==> config.mk <==
export PLATFORM = sky130hd
export DESIGN_NAME = maze_input_conditioner
export DESIGN_NICKNAME = d
export VERILOG_FILES = /design/src/rtl/maze_input_conditioner.sv
export SDC_FILE = /design/constraint.sdc
export NUM_CORES = 1
export LEC_CHECK = 0
export CAP_MARGIN = 20
export CORE_MARGIN = 4
export CORE_UTILIZATION = 35
export DETAILED_ROUTE_END_ITERATION = 8
export PLACE_DENSITY = 0.46
export SETUP_SLACK_MARGIN = 0.02
export SLEW_MARGIN = 40
export SYNTH_ARGS = -nofsm -noshare
export SYNTH_HDL_FRONTEND = slang
export SYNTH_SLANG_ARGS = --single-unit
==> constraint.sdc <==
create_clock -name clk -period 2.6 [get_ports clk]
set_clock_uncertainty 0.15 [all_clocks]
set_input_delay 0.26 -clock clk [delete_from_list [all_inputs] [get_ports clk]]
set_output_delay 0.26 -clock clk [all_outputs]
set_load 0.05 [all_outputs]
==> src/rtl/maze_input_conditioner.sv <==
// Button conditioner for the maze player: 2-flop synchronisers, per-button debouncers,
// press pulses, and a frame-rate update strobe with frame-aligned button levels.
module maze_input_conditioner #(
  parameter int DEB_CYCLES = 500000,
  parameter int UPD_DIV    = 833334
) (
  input  logic       clk,
  input  logic       rst,
  input  logic       up_raw,
  input  logic       down_raw,
  input  logic       left_raw,
  input  logic       right_raw,
  output logic       up,
  output logic       down,
  output logic       left,
  output logic       right,
  output logic       update,
  output logic [3:0] btn_press
);

  localparam int CW = $clog2(DEB_CYCLES + 1);
  localparam int TW = $clog2(UPD_DIV);
  localparam logic [CW-1:0] DEB_LAST     = CW'(DEB_CYCLES - 1);
  localparam logic [TW-1:0] TICK_LAST    = TW'(UPD_DIV - 1);
  // Levels change on the edge where tick becomes UPD_DIV/2, half a frame from each update rise.
  localparam logic [TW-1:0] TICK_CAPTURE = TW'(UPD_DIV / 2 - 1);

  logic [3:0]         raw;
  logic [3:0]         sync1;
  logic [3:0]         sync2;
  logic [3:0]         stable;
  logic [3:0]         stable_d;
  logic [3:0]         stable_next;
  logic [3:0]         level;
  logic [3:0][CW-1:0] deb_cnt;
  logic [3:0][CW-1:0] deb_cnt_next;
  logic [TW-1:0]      tick;

  // Bit order {up, down, left, right} = [3:0] throughout.
  assign raw = {up_raw, down_raw, left_raw, right_raw};
  assign {up, down, left, right} = level;

  always_ff @(posedge clk or negedge rst) begin
    if (!rst) begin
      sync1 <= '1;
      sync2 <= '1;
    end else begin
      // NOTE: non-blocking assignments so sync2 takes the previous sync1, forming a real 2-stage chain.
      sync1 <= raw;
      sync2 <= sync1;
    end
  end

  always_comb begin
    // NOTE: defaults first so every path assigns every bit; otherwise latches are inferred.
    stable_next  = stable;
    deb_cnt_next = '0;
    for (int i = 0; i < 4; i++) begin
      if (sync2[i] != stable[i]) begin
        if (deb_cnt[i] == DEB_LAST) stable_next[i] = sync2[i];
        else deb_cnt_next[i] = deb_cnt[i] + CW'(1);
      end
    end
  end

  always_ff @(posedge clk or negedge rst) begin
    if (!rst) begin
      stable    <= '1;
      stable_d  <= '1;
      // NOTE: the counter array is a handful of flops, not a RAM, so it is reset like any register.
      deb_cnt   <= '0;
      btn_press <= '0;
    end else begin
      stable    <= stable_next;
      stable_d  <= stable;
      deb_cnt   <= deb_cnt_next;
      btn_press <= stable_d & ~stable;
    end
  end

  always_ff @(posedge clk or negedge rst) begin
    if (!rst) begin
      tick   <= '0;
      update <= 1'b0;
      level  <= '1;
    end else begin
      tick   <= (tick == TICK_LAST) ? '0 : tick + TW'(1);
      update <= (tick == TICK_LAST);
      if (tick == TICK_CAPTURE) level <= stable;
    end
  end

endmodule

; ---- Word level (Yosys, flattened, before mapping)
; Cells that the tools add are included.
[word_totals]
regBits = 121
latch_bits = 0
mem_bits_rw = 0
mem_bits_ro = 0
out_inout_bits = 9
word_cells = 45
memories = 0
[op_classes]
addsub = 5
multipliers = 0
div = 0
n_lt_le_gt_ge = 0
n_eq_ne = 10
n_shift = 0
n_mux = 9
n_bitwise = 2
n_reduce_logical = 4
[op_table]
columns = operator, n
row1 = 19-bit two-way mux, 8
row2 = "19-bit by 1-bit adder with 19-bit output, second input constant", 4
row3 = "19-bit equality test, second input constant", 4
row4 = "20-bit by 1-bit adder with 20-bit output, second input constant", 1
row5 = "20-bit by 19-bit equality test with 1-bit output, second input constant", 1
row6 = "20-bit equality test, second input constant", 1
row7 = 20-bit two-way mux, 1
row8 = 2-bit AND reduction, 4
row9 = 4-bit AND, 1
row10 = 1-bit != test, 4
row11 = 4-bit inverter, 1

; ---- Depth between registers and ports, before layout
[logic_depth]
depth_word = 3
ltp_mapped = 7
depth_no_buf = 6

; ---- Worst setup path before layout
; Ideal clock, no wire load.
[synth_timing]
kind = register to register
start = reg deb_cnt[49] (netlist name)
end = reg deb_cnt[52] (netlist name)
setup_ns = 0.119
arrival_time_ns = 1.909
t_required_ns = 2.331
setup_slack_ns = 0.422
path_stages_with_launch = 6
n_path_buf = 1
period_less_slack_ns = 2.178
path_cell_list = dfrtp_1 -> or4_1 -> or4_4 -> o21ai_4 -> buf_6 -> nor2_1
[synth_lines]
columns = item, line_no
row1 = from (decl), 35  ; logic [3:0][CW-1:0] deb_cnt;
row2 = from (signal assigned), 76  ; deb_cnt <= deb_cnt_next;

==> impl_metrics.tcl <==
set metrics [dict create \
    async_flop_share_pct 100.0 \
    netlist_area_um2 5678 \
    synth_edf_count 0 \
    synth_area_leader_cell "dfrtp_1" \
    cts_hold_buf 1 \
    synth_compound_gate_area_share_pct 4.716 \
    synth_fa_ha_area_share_pct 1.543 \
    placed_cell_area_um2 6097 \
    slew_violations 0 \
    synth-main-ff-cell "dfrtp_1" \
    synthSimpleGateAreaFrac_pct 24.99 \
    tightest_slew_ps 509.3 \
    post_cts_resized 0 \
    post_cts_buffers 0 \
    seq_area_frac_synth_pct 53.77 \
    grt_max_degree 48 \
    timing.final.crit_share_pct 90.11 \
    synth_cell_types 41 \
    clk-insertion-delay-late_ps 410 \
    route.antenna.remaining_nets 0 \
    yosys_register_bits 121 \
    clk_path_buf_depth 2 \
    outcome "complete, no violations" \
    rsz0062_at_grt "false" \
    htreeDepth 4 \
    worst-path-max-fanout 19 \
    startpoint_type "flop" \
    synthMuxAreaShare_pct 1.939 \
    totalNegativeSetupSlack_ps 0 \
    hold_class "in -> reg" \
    powerDensity_nw_per_um2 647.4 \
    area_growth_pct 17.94 \
    cap_violations 0 \
    cts.clk_slew.worst_paths_ps 50 \
    synth_area_leaders "dfrtp_1 (45%), dfstp_2 (9.3%), xnor2_1 (6.3%), nor2_1 (5.5%), xor2_1 (4.3%)" \
    routedWlPerCell_um 14.00 \
    die_y_um 135.4 \
    drtIter0Drc 166 \
    final_util_pct 42.16 \
    vias 4030 \
    cts_sinks 121 \
    arrival_ps 2470 \
    placedCellCount 770 \
    yosys_warnings 0 \
    core-area_um2 15890 \
    drc 0 \
    cp-end-kind "flop" \
    syn_inst 545 \
    final_cells 803 \
    finalSetupViolCount 0 \
    die_area_um2 18330 \
    row_count 46 \
    via_per_inst 5.019 \
    die_w_um 135.4 \
    drive_gt1_share_pct 13.97 \
    yosys.area_share.xor_xnor_pct 10.64 \
    fin_area_um2 6696 \
    syn_avg_cell_area_um2 10.42 \
    layout.nets 587 \
    antenna_found_initial 0 \
    portBuffers 14 \
    cellLeakagePower_nw 2.659 \
    n_antenna_cell 0 \
    grt_pass1_wl_um 19670 \
    start_util_pct 35.74 \
    grt_pass1_vias 4083 \
    place.gp.congestion 0.8036 \
    critPathRequiredTime_ps 2730 \
    grtUsageTotal_pct 13.56 \
    fmax_mhz 426.8 \
    synth_top_cell_area_share_pct 44.51 \
    grt.overflow.total 0 \
    hold_viol 0 \
    ir_worst_vdd_v 0.0004660 \
    final_cell_mix "dfrtp_1 (101), nor2_1 (83), xnor2_1 (41), nand3_1 (31), nand2_1 (29)" \
    dr.pass1.iters 5 \
    place_hpwl_um 7616 \
    cts_root_buf "clkbuf_16" \
    final_common_cell "dfrtp_1" \
    routed_wirelength_um 11250 \
    synth_top_family_by_area "simple AND/OR/NAND/NOR gates" \
    criticalPathCategory "reg -> reg" \
    maxSlewHeadroom_pct 65.94 \
    cts_tree "yes" \
    fin_crit_ps 2343 \
    num_io_pins 15 \
    numCtsBuffers 17 \
    syn_nets 558 \
]
## worst max-delay path, cell delays in order, from the launching register on
cell	delay (ps)
dfrtp_1	430
or4_1	530
or4_4	560
o21ai_4	430
nor2_1	110
## final cells by class
type / count / area (um2)
Clock buffer: 26 / 529.3
Clock inverter: 6 / 60.06
Fill cell: 1578 / 9189
Inverter: 14 / 52.55
Multi-Input combinational cell: 394 / 2489
Sequential cell: 121 / 3053
Tap cell: 216 / 270.3
Timing Repair Buffer: 26 / 242.7
## path summary, 6_finish.rpt
kind | end | startpoint | cells after the start | slack [ps]
max | deb_cnt[48] | deb_cnt[49] | 4 | 260
min | sync1[3] | up_raw | 1 | 100
max reg2reg | deb_cnt[48] | deb_cnt[49] | 4 | 260
min reg2reg | sync2[1] | sync1[1] | 0 | 200
max in group asynchronous | sync1[2] | rst | 3 | 1330
min in group asynchronous | deb_cnt[75] | rst | 2 | 210
## sequential cells by signal (all words and copies together), names as in the netlist
name / flops
deb_cnt: 76
sync1: 4
btn_press: 4
stable_d: 4
tick: 20
stable: 4
level: 4
sync2: 4
update: 1
## cells in the mapped netlist (7+ instances only)
cell type	count
o21ai_0	12
o31ai_1	7
a21oi_1	19
clkbuf_1	12
mux2_2	8
inv_1	14
xnor2_1	41
nor3_1	11
nor4_1	14
dfstp_2	20
nand3_1	31
or4_1	10
dfrtp_1	101
and2_1	8
nand2_1	29
nor2_1	83
nand4_1	26
and4_1	10
ha_1	7
or3_1	13
xor2_1	28
## report_power, final
part	switching [mW]	total [mW]	internal [mW]	leakage [nW]
sequential	0.0190	1.93	1.91	1.59
clock	0.809	2.30	1.49	0.288
combinational	0.0749	0.108	0.0332	0.776
total	0.903	4.34	3.43	2.66
## cell families (layout without fill, tap and decap cells)
kind of cell | after synthesis | in the layout
adder cells (fa/ha/maj) | 7 | 7
XOR/XNOR | 69 | 69
multiplexers | 10 | 10
buffers and inverters | 30 | 72
AO/OA/AOI/OAI | 44 | 44
flip-flops | 121 | 121
AND/OR/NAND/NOR | 264 | 264
## metrics by stage
stage	setup slack (ps)	power, mW	hold slack [ps]
2_1_floorplan	422.0	2.006	-185.6
6_report	257.2	4.335	99.58
5_1_grt	144.1	4.525	75.86
3_5_place_dp	220.4	2.076	113.3
4_1_cts	231.4	4.421	74.72
3_3_place_gp	293.0	2.073	106.5
## routing by layer
layer	vias to the layer above	GRT usage [%]	share of wire [%]	routed length, um
met5	-	0	0	0
met4	0	6.215	2.0	230
met3	13	4.086	3.8	425
met2	50	21.24	47	5259
met1	1979	17.31	47	5329
li1	1988	-	-	-
Power figures use the tool's default switching activity.
